## src/rtl/codel_dequeue_ctrl_pkg.sv

```systemverilog
// CoDel dequeue controller shared types, sizes and the reciprocal-sqrt generator.
// Imported by the controller top and its inverse-sqrt ROM.
package CodelPkg;
  localparam int NUM_QUEUES      = 8;
  localparam int TIME_W          = 32;
  localparam int QLEN_W          = 16;
  localparam int COUNT_W         = 16;
  localparam int LUT_ADDR_W      = 6;
  localparam int INV_SQRT_FRAC_W = 16;
  localparam int QID_W           = $clog2(NUM_QUEUES);
  localparam int LUT_ENTRIES     = 2 ** LUT_ADDR_W;

  typedef logic [TIME_W-1:0]          TimeCtr;
  typedef logic [QLEN_W-1:0]          QueueLength;
  typedef logic [QID_W-1:0]           QueueId;
  typedef logic [COUNT_W-1:0]         DropCount;
  typedef logic [INV_SQRT_FRAC_W-1:0] InvSqrt;
  typedef logic [LUT_ADDR_W-1:0]      LutAddr;
  typedef logic [TIME_W+INV_SQRT_FRAC_W-1:0] CtrlProd;

  localparam QueueLength MAX_PACKET = QueueLength'(1500);

  typedef enum logic {
    IDLE     = 1'b0,
    DROPPING = 1'b1
  } CodelMode;

  typedef struct packed {
    TimeCtr   first_above;
    TimeCtr   drop_next;
    DropCount count;
    CodelMode dropping;
  } CodelQState;

  // Wrap-safe "a >= b" on the modular time line.
  function automatic logic time_ge(input TimeCtr a, input TimeCtr b);
    TimeCtr d;
    d = a - b;
    return ~d[TIME_W-1];
  endfunction

  // floor(2^F / sqrt(c)) by integer search, clamped to the Q0.F range.
  function automatic InvSqrt inv_sqrt_q16(input int unsigned c);
    longint unsigned lo, hi, mid, one, lim;
    one = 64'd1 << INV_SQRT_FRAC_W;
    lim = 64'd1 << (2 * INV_SQRT_FRAC_W);
    lo  = 0;
    hi  = one;
    for (int i = 0; i < INV_SQRT_FRAC_W + 2; i++) begin
      mid = (lo + hi + 1) >> 1;
      if (mid * mid * longint'(c) <= lim) lo = mid;
      else hi = mid - 1;
    end
    if (lo > one - 1) lo = one - 1;
    return InvSqrt'(lo);
  endfunction
endpackage

```

## src/rtl/codel_dequeue_ctrl_inv_sqrt_lut.sv

```systemverilog
// Combinational Q0.16 reciprocal-sqrt ROM; addr k holds 1/sqrt(k+1).
// Ports: addr (count-1), data (Q0.16 value).
module codel_inv_sqrt_lut
  import CodelPkg::*;
(
  input  LutAddr addr,
  output InvSqrt data
);
  InvSqrt rom [LUT_ENTRIES];

  for (genvar g = 0; g < LUT_ENTRIES; g++) begin : g_rom
    localparam InvSqrt V = inv_sqrt_q16(g + 1);
    assign rom[g] = V;
  end

  assign data = rom[addr];
endmodule

```

## src/rtl/codel_dequeue_ctrl.sv

```systemverilog
// Multi-queue CoDel dequeue drop controller with full control law, latency 1.
// Ports: deq request (queue id, head stamp, length, time, target, interval) -> drop decision.
module codel_dequeue_ctrl
  import CodelPkg::*;
(
  input  logic       clk,
  input  logic       reset,
  input  logic       i__deq_valid,
  input  QueueId     i__queue_id,
  input  logic       i__packet_null,
  input  TimeCtr     i__packet_time_stamp,
  input  QueueLength i__queue_length,
  input  TimeCtr     i__time_counter,
  input  TimeCtr     i__target,
  input  TimeCtr     i__interval,
  output logic       o__valid,
  output QueueId     o__queue_id,
  output logic       o__drop,
  output logic       o__dropping,
  output DropCount   o__count
);
  CodelQState st_q [NUM_QUEUES];
  CodelQState cur, nxt;

  TimeCtr   sojourn, fa_sum, late, ctrl;
  logic     below, ok, drop;
  DropCount cnt_inc, cnt_entry, c_sel, c_lim;
  LutAddr   lut_addr;
  InvSqrt   lut_data;
  CtrlProd  prod;
  logic [INV_SQRT_FRAC_W:0] mul;

  assign cur     = st_q[i__queue_id];
  assign sojourn = i__time_counter - i__packet_time_stamp;
  assign fa_sum  = i__time_counter + i__interval;

  assign below = i__packet_null
               | ~time_ge(sojourn, i__target)
               | (i__queue_length < MAX_PACKET);

  assign cnt_inc = (&cur.count) ? cur.count
                 : cur.count + DropCount'(1);

  // Re-entry soon after the last drop resumes near the old rate.
  assign late = (i__time_counter - cur.drop_next)
              - (i__interval << 4);
  assign cnt_entry =
    (cur.count > DropCount'(2) && late[TIME_W-1])
      ? cur.count - DropCount'(2) : DropCount'(1);

  // One ROM serves both paths: only one is taken per request.
  assign c_sel = (cur.dropping == DROPPING) ? cnt_inc : cnt_entry;
  assign c_lim = (c_sel > DropCount'(LUT_ENTRIES))
               ? DropCount'(LUT_ENTRIES) : c_sel;
  assign lut_addr = LutAddr'(c_lim - DropCount'(1));

  codel_inv_sqrt_lut u_lut (
    .addr (lut_addr),
    .data (lut_data)
  );

  // Entry 1 is stored as 0xFFFF; use exact 1.0 for count 1.
  assign mul  = (c_sel == DropCount'(1))
              ? {1'b1, {INV_SQRT_FRAC_W{1'b0}}}
              : {1'b0, lut_data};
  assign prod = CtrlProd'(i__interval) * CtrlProd'(mul);
  assign ctrl = prod[TIME_W+INV_SQRT_FRAC_W-1:INV_SQRT_FRAC_W];

  always_comb begin
    nxt  = cur;
    ok   = 1'b0;
    drop = 1'b0;
    if (below) begin
      nxt.first_above = '0;
    end else if (cur.first_above == '0) begin
      // Zero means unset, so a sum landing on 0 is nudged to 1.
      nxt.first_above = (fa_sum == '0) ? TimeCtr'(1) : fa_sum;
    end else begin
      ok = time_ge(i__time_counter, cur.first_above);
    end
    unique case (cur.dropping)
      DROPPING: begin
        if (!ok) begin
          nxt.dropping = IDLE;
        end else if (time_ge(i__time_counter, cur.drop_next)) begin
          drop          = 1'b1;
          nxt.count     = cnt_inc;
          nxt.drop_next = cur.drop_next + ctrl;
        end
      end
      IDLE: begin
        if (ok) begin
          drop          = 1'b1;
          nxt.dropping  = DROPPING;
          nxt.count     = cnt_entry;
          nxt.drop_next = i__time_counter + ctrl;
        end
      end
      default: ;
    endcase
  end

  always_ff @(posedge clk or negedge reset) begin
    if (!reset) begin
      for (int i = 0; i < NUM_QUEUES; i++) st_q[i] <= '0;
      o__valid    <= 1'b0;
      o__queue_id <= '0;
      o__drop     <= 1'b0;
      o__dropping <= 1'b0;
      o__count    <= '0;
    end else begin
      o__valid <= i__deq_valid;
      o__drop  <= i__deq_valid & drop;
      if (i__deq_valid) begin
        st_q[i__queue_id] <= nxt;
        o__queue_id       <= i__queue_id;
        o__dropping       <= (nxt.dropping == DROPPING);
        o__count          <= nxt.count;
      end
    end
  end
endmodule
```

## config.mk

```make
export PLATFORM = sky130hd
export DESIGN_NAME = codel_dequeue_ctrl
export DESIGN_NICKNAME = d
export VERILOG_FILES = /design/src/rtl/codel_dequeue_ctrl_pkg.sv /design/src/rtl/codel_dequeue_ctrl_inv_sqrt_lut.sv /design/src/rtl/codel_dequeue_ctrl.sv
export SDC_FILE = /design/constraint.sdc
export NUM_CORES = 2
export LEC_CHECK = 0
export CELL_PAD_IN_SITES_DETAIL_PLACEMENT = 1
export CELL_PAD_IN_SITES_GLOBAL_PLACEMENT = 2
export CORE_MARGIN = 4
export CORE_UTILIZATION = 37
export CTS_BUF_LIST = sky130_fd_sc_hd__clkbuf_16
export DETAILED_ROUTE_END_ITERATION = 16
export PLACE_DENSITY = 0.87
export RECOVER_POWER = 25
export SLEW_MARGIN = 10
export SYNTH_ARGS = -nofsm -noshare
export SYNTH_HDL_FRONTEND = slang
export SYNTH_SLANG_ARGS = --single-unit
```

## constraint.sdc

```tcl
create_clock -name clk -period 15.75 [get_ports clk]
set_input_delay 3.15 -clock clk [delete_from_list [all_inputs] [get_ports clk]]
set_output_delay 3.15 -clock clk [all_outputs]
set_load 0.005 [all_outputs]
```

==> out/metrics.yaml <==
status: "finished with violations"
violations: "capacitance limit, slew limit, setup timing"
synth_top_area_share_pct: 29.61
layout_min_cycle_time_ns: 19.76
ant_nets: 0
drt-total-wl_um: 219400
path_clk_slew_ns: 0.06
tightest_slew_ns: 4.332
dr_wl_met3_um: 15880
die_h_um: 399.2
fin_skew_ns: 0.02710
via_per_inst: 5.573
dieArea_mm2: 0.1593
cts_made_buffers: 68
grt_max_degree: 172
crit_path_frequent_cell: "buf_4"
initial_core_util_pct: 37.23
startpoint_type: "input pin"
synth_edf_count: 0
portBuffers: 170
ys_types: 99
synth_commonest_cells: "nand2_1 (1187), o21ai_0 (764), dfrtp_1 (670)"
htree_levels: 3
routed.top_layer: "met5"
maxSlewHeadroom_pct: -188.8
gp_congestion: 0.9467
antenna_found_initial: 14
drt-met1-wl_um: 92080
clockBufferDepth: 3
rows: 143
crit_path_end_kind: "flop"
synth_area_leaders: "dfrtp_1 (30%), fa_1 (17%), nand2_1 (7.9%)"
drt_iter0_drc: 3374
grt_pass1_wl_um: 334700
critPathMaxFanout: 8
dp_cells: 8775
critPathRequiredTime_ns: 16.26
fin_ws_ns: -4.007
rsz0062_at_grt: "true"
dr_wl_met2_um: 102400
syn_area_mm2: 0.05662
fillers: 17400
drc: 0
ys_seq_elements: 670
seq_area_frac_synth_pct: 29.61
dp_hpwl_um: 163200
yosysWarnings: 0
setup_viol: 256
hold_viol: 0
routed-via-count: 50080
timing.critical_path.buf_inv: 21
syn_inst: 6078
syn-num-nets: 7055
fmax_mhz: 50.62
grt_overflow: 0
clkSinkCount: 670
maxCapViolations: 5
slowest_delay_ns: 0.60
cts_hold_repair.buffers: 0
layoutNonFillerInstCount: 8986
drive_above_1_share_pct: 21.65
track_usage_pct: 27.43
wl_per_cell_um: 24.42
period_share_pct: 125.4
worstSkewPairLatency_ns: 0.65
area.growth.synth_to_final_pct: 24.71
worstSetupPathType: "input pin to flop"
crit_family: "compound AO/OA/AOI/OAI gates"
slowest_stage: "or4b_4"
syn_avg_cell_area_um2: 9.315
synth_top_area_cell: "dfrtp_1"
synth_flop_cell: "dfrtp_1"
cts_root_buf: "clkbuf_16"
dr.pass1.iters: 5
core-area_mm2: 0.1521
arrival_ns: 20.27
ios: 173
synthArstFlopShare_pct: 100.0
die_w_um: 399.2
cts_tree: "done"
worstHoldPathType: "flop to flop"
final_net_count: 7879
report.final.slew_viol_count: 289
synth.most_common_cell: "nand2_1"
grt_pass1_vias: 54650
==> worst min-delay path, cell delays in order, from the launching register on <==
cell     delay [ns]
dfrtp_1        0.34
nand2_1        0.05
o21ai_0        0.06
==> routing by layer <==
| layer | vias to the layer above | track usage (%) |
|---|---|---|
| met5 | - | 0 |
| met4 | 10 | 10.13 |
| met3 | 440 | 5.523 |
| met2 | 1582 | 44.58 |
| met1 | 25970 | 36.31 |
| li1 | 22080 | - |
==> layout make-up <==
type / count / area, µm² / area share [%]
Timing Repair Buffer: 1091 / 9155 / 12.97
Multi-Input combinational cell: 4450 / 37660 / 53.34
Sequential cell: 670 / 16770 / 23.75
Clock buffer: 70 / 1752 / 2.481
Clock inverter: 48 / 369.1 / 0.5228
Antenna cell: 6 / 15.01 / 0.02127
Tap cell: 2030 / 2540 / 3.597
Inverter: 621 / 2346 / 3.323
==> cell families after synthesis <==
logic type | synth area share, %
xor+xnor | 2.544
simple gates | 14.31
fa+ha+maj | 24.59
buf+inv | 6.581
compound gates | 13.85
flops | 29.61
mux | 8.515
==> sequential cells by signal, indices dropped and copies added (netlist names) <==
signal and count:
o__valid 1, o__dropping 1, o__drop 1, o__queue_id 3, st_q 648, o__count 16
==> stage by stage <==
stage	worst slack (ns)	cell area, µm²	hold WS, ns	utilization, %	setup TNS [ns]
6_report	-4.007	70600	0.4766	46.42	-753.78
3_3_place_gp	-4.461	66630	0.4548	43.81	-889.54
2_1_floorplan	-3.931	57200	0.4416	-	-692.68
5_1_grt	-4.608	70590	0.4931	46.42	-906.85
3_5_place_dp	-5.122	66630	0.4655	43.81	-1013.07
4_1_cts	-3.729	69950	0.4798	45.99	-668.82
==> cell usage in the layout, fill, tap and decap left out, drive strengths merged, types with 165 or more instances in the layout <==
cell / synthesis / layout
nand2: 1187 / 1187
buf: 72 / 920
o21ai: 770 / 770
dfrtp: 670 / 670
inv: 621 / 637
fa: 478 / 478
ha: 348 / 348
a21oi: 207 / 207
nor2: 184 / 184
clkdlybuf4s50: 0 / 165
==> final timing paths <==
check,from,end,slack (ns),cells after the start
hold / removal,st_q[267],st_q[267],0.48,2
min in group asynchronous,reset,o__count[8],4.01,1
setup / recovery,i__queue_id[0],st_q[47],-4.01,81
max in group asynchronous,reset,st_q[310],5.44,4
setup reg to reg,st_q[423],st_q[47],-1.74,83
hold reg to reg,st_q[267],st_q[267],0.48,2
==> repair_timing <==
| item | 4_1_cts | 5_1_grt |
|---|---|---|
| pin swaps | 143 | 99 |
| resized for setup | 180 | 140 |
| endpoints found under the setup margin | 256 | 256 |
| cloned | 1 | 1 |
| setup buffers | 60 | 29 |
Power is left out: the tool's default activity adds up to more than one toggle a clock period on the data nets, which glitch-free logic cannot reach.
